`src/rtl/eval_scheduler.sv`:
```
// Shares one STAGES-deep evaluation pipeline between queue-driven (A) and periodic (B) evals.
// Optional macro SCHED_OVERRUN_CNT_EN adds the saturating overrun_cnt port and counter.
module eval_scheduler #(
  parameter int PERIOD_CYCLES = 10,
  parameter int STAGES        = 3,
  parameter int TIMER_W       = 16,
  parameter int STAGE_W       = 4
) (
  input  logic               clk,
  input  logic               rst,
  input  logic               en,
  input  logic               q_pop_valid,
  output logic               q_pop,
  output logic               en_a,
  output logic               en_b,
  output logic [STAGE_W-1:0] stage,
  output logic               win_rotate,
  output logic [TIMER_W-1:0] timer_b,
  output logic               busy,
  output logic               overrun
`ifdef SCHED_OVERRUN_CNT_EN
  ,
  output logic [15:0]        overrun_cnt
`endif
);

  typedef enum logic [1:0] {IDLE, POP, EVAL_A, EVAL_B} state_t;

  localparam logic [TIMER_W-1:0] LAST_TIMER = TIMER_W'(PERIOD_CYCLES - 1);
  localparam logic [STAGE_W-1:0] LAST_STAGE = STAGE_W'(STAGES - 1);
  localparam logic [STAGE_W-1:0] IDLE_STAGE = STAGE_W'(STAGES);

  state_t             state_reg, state_next;
  logic [STAGE_W-1:0] stage_reg, stage_next;
  logic [TIMER_W-1:0] timer_reg, timer_next;
  logic               pending_reg, pending_next;
  logic               overrun_reg, overrun_next;
  logic               deadline;
  logic               consume;
  logic               lost;

  always_comb begin
    deadline     = en && (timer_reg == LAST_TIMER);
    timer_next   = timer_reg;
    state_next   = state_reg;
    stage_next   = stage_reg;
    pending_next = pending_reg;
    overrun_next = overrun_reg;
    consume      = 1'b0;
    lost         = 1'b0;

    if (en) begin
      timer_next = deadline ? '0 : timer_reg + TIMER_W'(1);
      case (state_reg)
        IDLE: begin
          // A deadline arriving this very cycle counts as pending and wins over the queue.
          if (pending_reg || deadline) begin
            state_next = EVAL_B;
            stage_next = '0;
            consume    = 1'b1;
          end else if (q_pop_valid) begin
            state_next = POP;
          end
        end
        POP: begin
          state_next = EVAL_A;
          stage_next = '0;
        end
        EVAL_A, EVAL_B: begin
          if (stage_reg == LAST_STAGE) begin
            state_next = IDLE;
            stage_next = IDLE_STAGE;
          end else begin
            stage_next = stage_reg + STAGE_W'(1);
          end
        end
        default: state_next = IDLE;
      endcase
    end

    // Launching B consumes the old request; a coincident deadline becomes the next one.
    if (consume) begin
      pending_next = pending_reg && deadline;
    end else if (deadline) begin
      pending_next = 1'b1;
      lost         = pending_reg;
    end
    if (lost) begin
      overrun_next = 1'b1;
    end
  end

  always_ff @(posedge clk or negedge rst) begin
    if (!rst) begin
      state_reg   <= IDLE;
      stage_reg   <= IDLE_STAGE;
      timer_reg   <= '0;
      pending_reg <= 1'b0;
      overrun_reg <= 1'b0;
    end else begin
      state_reg   <= state_next;
      stage_reg   <= stage_next;
      timer_reg   <= timer_next;
      pending_reg <= pending_next;
      overrun_reg <= overrun_next;
    end
  end

`ifdef SCHED_OVERRUN_CNT_EN
  logic [15:0] overrun_cnt_reg;

  always_ff @(posedge clk or negedge rst) begin
    if (!rst) begin
      overrun_cnt_reg <= '0;
    end else if (lost && (overrun_cnt_reg != 16'hFFFF)) begin
      overrun_cnt_reg <= overrun_cnt_reg + 16'd1;
    end
  end

  assign overrun_cnt = overrun_cnt_reg;
`endif

  assign q_pop      = en && (state_reg == POP);
  assign en_a       = en && (state_reg == EVAL_A);
  assign en_b       = en && (state_reg == EVAL_B);
  assign win_rotate = en && (state_reg == EVAL_B) && (stage_reg == '0);
  assign busy       = (state_reg != IDLE);
  assign stage      = stage_reg;
  assign timer_b    = timer_reg;
  assign overrun    = overrun_reg;

endmodule

```
`config.mk`:
```
export PLATFORM = sky130hd
export DESIGN_NAME = eval_scheduler
export DESIGN_NICKNAME = d
export VERILOG_FILES = /design/src/rtl/eval_scheduler.sv
export SDC_FILE = /design/constraint.sdc
export NUM_CORES = 1
export LEC_CHECK = 0
export ABC_AREA = 1
export BUFFER_PORTS_ARGS = -buffer_cell sky130_fd_sc_hd__buf_2
export CAP_MARGIN = 20
export CORE_MARGIN = 1.5
export CORE_UTILIZATION = 53
export DETAILED_ROUTE_END_ITERATION = 8
export PLACE_DENSITY = 0.78
export SYNTH_ARGS = -nofsm -noshare
export SYNTH_HDL_FRONTEND = slang
export SYNTH_SLANG_ARGS = --single-unit
```
`constraint.sdc`:
```
create_clock -name clk -period 2 [get_ports clk]
set_input_delay 0.3 -clock clk [delete_from_list [all_inputs] [get_ports clk]]
set_output_delay 0.3 -clock clk [all_outputs]
set_load 0.01 [all_outputs]
```
# Word level (Yosys, flattened, before mapping)
# Cells that the tools add are included.
totals:
  reg_bits: 24
  inputBits: 4
  output_inout_bits: 26
  wordCells: 44
classes:
  add_sub_neg: 2
  eq_ne: 8
  muxes: 15
  reduce_logical: 14
ops:
  columns: ["cell", "n"]
  rows:
  - ["adder 16 x 1 -> 16 bit, second input constant", 1]
  - ["== test 16 x 4 -> 1 bit, second input constant", 1]
  - ["two-way mux 16 bit", 1]
  - ["one-hot mux 4 bit (3 select lines)", 1]
  - ["two-way mux 4 bit", 2]
  - ["two-way mux 1 bit", 7]
  - ["logical AND 1 bit", 6]
  - ["two-way mux 2 bit", 3]
  - ["one-hot mux 2 bit (3 select lines)", 1]
  - ["adder 4 x 1 -> 4 bit, second input constant", 1]
  - ["== test 2 bit, second input constant", 2]
  - ["== test 4 x 2 -> 1 bit, second input constant", 1]
  - ["zero test 4 bit", 1]
  - ["inequality test 2 bit, second input constant", 2]
  - ["nonzero test 2 bit", 2]
  - ["inequality test 3 bit, second input constant", 1]
  - ["AND reduction 3 bit", 1]
  - ["== test 2 x 1 -> 1 bit, second input constant", 1]
  - ["zero test 2 bit", 1]
  - ["AND reduction 2 bit", 1]
  - ["OR reduction 2 bit", 1]
  - ["logical OR 1 bit", 1]

# Logic depth before layout (Yosys ltp)
depth:
  word_depth: 7
  ltp_mapped: 12
  mapped_depth_nobuf: 12

# Least setup slack after synthesis
# OpenSTA, ideal clock, no wires.
synth_path:
  path_kind: "reg2reg"
  from: "register timer_reg[1], in the netlist timer_b[1]"
  to: "register pending_reg"
  setup_time_ns: 0.119
  arrival_time_ns: 1.309
  path_slack_ns: 0.573
  stages_incl_launch_ff: 11
  n_path_buf: 0
  path_cell_list: "dfrtp_1 > inv_1 > ha_1 > inv_1 > nor2_1 > nand2_1 > nor2_1 > nand2_2 > nand2_1 > nand3_1 > o21a_1"
synth_between:
  elab_chain_cells: 7
  word_cells_on_any_way: 9
  cone_classes: "eq/ne: 1; mux: 4; reduce/logical: 4"
synth_rtl:
  columns: ["element", "line_no", "text"]
  rows:
  - ["from (decl)", "35", "logic [TIMER_W-1:0] timer_reg, timer_next;"]
  - ["from (signal assigned)", "103", "timer_reg <= timer_next;"]
  - ["== test 16 x 4 -> 1 bit *", "43", "deadline = en && (timer_reg == LAST_TIMER);"]
  - ["logical AND 1 bit *", "43", null]
  - ["logical OR 1 bit", "57", "if (pending_reg || deadline) begin"]
  - ["two-way mux 1 bit", "57", null]
  - ["two-way mux 1 bit", "54", "case (state_reg)"]
  - ["two-way mux 1 bit", "52", "if (en) begin"]
  - ["two-way mux 1 bit / nonzero test 2 bit (equally long branches)", null, null]
  - ["to (signal assigned)", "104", "pending_reg <= pending_next;"]
  - ["to (decl)", "36", "logic pending_reg, pending_next;"]
# Every way passes the cells marked *; elsewhere a longest branch is shown, timed or not.
# A chain may end at the register's enable or synchronous reset.

# Worst setup path in the final report
layout_path:
  from: "register stage_reg[0], in the netlist stage[0]"
  to: "output port win_rotate"
layout_between:
  elab_chain_cells: 2
layout_rtl:
  columns: ["element", "line_no", "text"]
  rows:
  - ["from (decl)", "34", "logic [STAGE_W-1:0] stage_reg, stage_next;"]
  - ["from (signal assigned)", "102", "stage_reg <= stage_next;"]
  - ["zero test 4 bit", "126", "assign win_rotate = en && (state_reg == EVAL_B) && (stage_reg == '0);"]
  - ["logical AND 1 bit", "126", null]
  - ["to (decl)", "17", "output logic win_rotate,"]
# No other way between the ends.

==> key figures <==
Outcome
  • Status: complete, no violations

Min path
  • Hold depth: 3
  • Hold EP: stage[1]
  • Hold Path Class: input port to flip-flop
  • Min-delay src: en

Global route
  • First-pass GRT wire length: 4410 um
  • Tot GR Track Use: 0.209
  • Remaining global-route overflow: 0
  • Vias in the first global route: 1,085
  • Initial antenna violation count: 0
  • Largest net degree at the start of global routing: 25

Layout
  • Number of nets in the layout: 222
  • Ratio of cells with drive above 1 in the final layout: 0.217
  • Area grow syn2layout: 15.7%
  • Multi-input gate area: 672 sq um
  • Antenna Cells: 0
  • Max reg flops: 16
  • # fillers: 215
  • Post-route insts no fill: 242
  • Register area: 603 sq um

Place
  • # port buffers: 29
  • DP HPWL: 2060 um
  • GPL Wtd Cong: 0.794
  • Post-Place Cells: 237
  • DP Worst Slack: 0.464 ns

STA
  • Period Utilization, post-route: 0.848
  • Final slew viol count: 0
  • Max Clk Rate: 589 MHz
  • Final hold vios: 0
  • Fin crit period: 1.70 ns
  • Rel. slew slack: 0.640
  • Skew final: 0.00703 ns
  • Unrepaired setup endpoints after global routing: false
  • Setup TNS: 0 ns
  • Final WS setup: 0.303 ns
  • Setup violators final: 0
  • Slew at the pin with the worst max-slew slack: 0.540 ns

Logic synthesis
  • Area contributors post-synth: dfrtp_1 39%, nand2_1 11%, inv_1 7.8%, nor2_1 6.5%, xor2_1 5.0%
  • Post-synthesis cell count: 180
  • Post-Syn Area per Cell: 7.74 sq um
  • Synth area leader: dfrtp_1
  • Syn_nets: 189
  • Synthesized cell area: 1390 sq um
  • Yosys top cell area share: 0.395
  • Asr flop ratio synth: 1.00
  • Yosys warns: 0
  • Post-synth EDFFs: 0
  • Synth unique cells: 27
  • FF+latch count, synth: 24
  • Main synth FF type: dfrtp_1
  • Post-synthesis sequential area ratio: 0.433

Floorplanning
  • Die Span Y: 54.3 um
  • Die area: 2950 sq um
  • Die width: 54.3 um
  • Core area: 2480 sq um
  • Initial Utilization: 0.563
  • Top-level I/O count: 30
  • Rows: 18

Clocking
  • Htree depth: 1
  • Clk_lat worst skew: 0.31 ns
  • Post-CTS setup buffer count: 0
  • Inserted Clock Buffers: 3
  • CTS tree: yes
  • Max clock buf depth: 2
  • Clock Tree Root: clkbuf_4
  • Clock Sinks: 24
  • Clock-pin slew on the worst setup and hold paths: 0.13 ns

Critical path
  • Critical R2R Launch: timer_b[1]
  • Data arrival, critical path: 1.40 ns
  • R2R setup slack: 0.45 ns
  • Cell family with the largest share of critical-path delay: flip-flops
  • Critical Path, Cell by Cell: inv_1 > ha_1 > nand2_1 > nor2_1 > buf_2
  • WP buf/inv: 2
  • Crit. End Element: output pin
  • Req. time, crit path: 1.70 ns
  • R2r endpoint: state_reg[1]
  • Slowest-stage cell, CP: dfstp_2
  • Setup CP Type: flip-flop to output pin
  • Crit start category: flip-flop
  • Critical path's largest stage delay: 0.58 ns
  • Worst r2r path cells: 11
  • Crit Path Max Fanout: 4

Power and ir drop
  • Leak pwr: 0.875 nW
  • PwrDens: 1010 nW/um^2
  • Peak supply drop: 661 uV

Flow run
  • Max-cap check violation count: 0

Detailed routing
  • Routed wire length per instance: 11.5 um
  • Post-DRT Antenna Nets: 0
  • Via-per-instance ratio: 5.15
  • DR pass1 iterations: 4
  • DRC errors left: 0
  • DR iter-0 viols: 29
  • Routed WL: 2790 um
  • Via count: 1,247
-- routing by layer --
layer	up-vias	part of all wire	track usage	routed length (um)
met3	2	0.045	0.0246	126
li1	631	-	-	-
met4	0	0.0047	0.0917	13
met2	31	0.51	0.371	1430
met5	-	0	0	0
met1	583	0.44	0.253	1220
-- timing repair --
item / CTS / global route
hold buffers: 1 / 0
resized for setup: 0 / 0
endpoints found under the hold margin: 22 / 0
-- metrics by stage --
stage               instance area [sq um]  hold slack, ns   util  power (mW)
detailed placement                   1570           0.315  0.632        1.37
global placement                     1570           0.308  0.632        1.35
floorplan                            1390         0.00441      -        1.16
finish                               1610           0.345  0.651        1.62
CTS                                  1610           0.337  0.651        1.64
global route                         1610           0.362  0.651        1.77
-- logic make-up (layout without fill, tap and decap cells) --
kind of cell | after synthesis | after routing | synth area share
flops | 24 | 24 | 0.433
fa+ha+maj | 5 | 5 | 0.0449
xor+xnor | 9 | 9 | 0.0566
simple gates | 98 | 98 | 0.325
buf+inv | 31 | 63 | 0.0853
compound gates | 13 | 13 | 0.0557
-- cells in the final DEF, fill, tap and decap left out --
master          n
ha_1            5
nand2_1        40
nand4_1         4
nor2_1         24
dfrtp_1        22
nor2_4          2
nor3_2          1
o21a_1          1
o31ai_1         1
dfstp_2         2
dlygate4sd3_1   1
xor2_1          8
nor3_1          3
and2_1          1
a32oi_1         1
a21o_1          1
nor3b_1         2
or2_2           2
nor2_2          3
clkbuf_4        3
xnor2_1         1
a21oi_1         3
o22ai_1         1
nand3_1        13
buf_2          29
nand2_2         2
o21ai_0         5
nand3_2         1
clkbuf_8        1
inv_1          29
-- worst min-delay path: stages --
cell	delay [ns]
buf_2	0.19
nand3_1	0.10
o21ai_0	0.07
-- cells in the mapped netlist (all sizes together), types with 3 or more instances --
cell type  number
a21oi           3
dfrtp          22
ha              5
inv            29
nand2          42
nand3          14
nand4           4
nor2           29
nor3            4
o21ai           5
xor2            8
-- worst max-delay path by stage --
| stage | start | endpoint | slack (ns) | cells past startpoint |
|---|---|---|---|---|
| finish | stage[0] | win_rotate | 0.30 | 5 |
| global route | stage[0] | win_rotate | 0.22 | 5 |
| CTS | stage[0] | win_rotate | 0.29 | 5 |
| detailed placement | timer_b[1] | pending_reg | 0.46 | 10 |
| global placement | timer_b[1] | pending_reg | 0.50 | 10 |
| floorplan | timer_b[1] | pending_reg | 0.57 | 10 |
-- layout make-up --
| class | instances | share of cell area |
|---|---|---|
| multi-input cells | 125 | 0.417 |
| repair buffers | 30 | 0.0962 |
| inverters | 29 | 0.0675 |
| well taps | 30 | 0.0233 |
| clock buffers | 4 | 0.0225 |
| flip-flops and latches | 24 | 0.374 |
-- where the power goes --
group | leakage (nW) | switching (mW) | internal, mW | total, mW
registers | 0.284 | 0.154 | 0.608 | 0.762
clock network | 0.0210 | 0.146 | 0.111 | 0.258
logic | 0.570 | 0.363 | 0.241 | 0.604
total | 0.875 | 0.663 | 0.960 | 1.62
(Power assumes the default switching activity.)
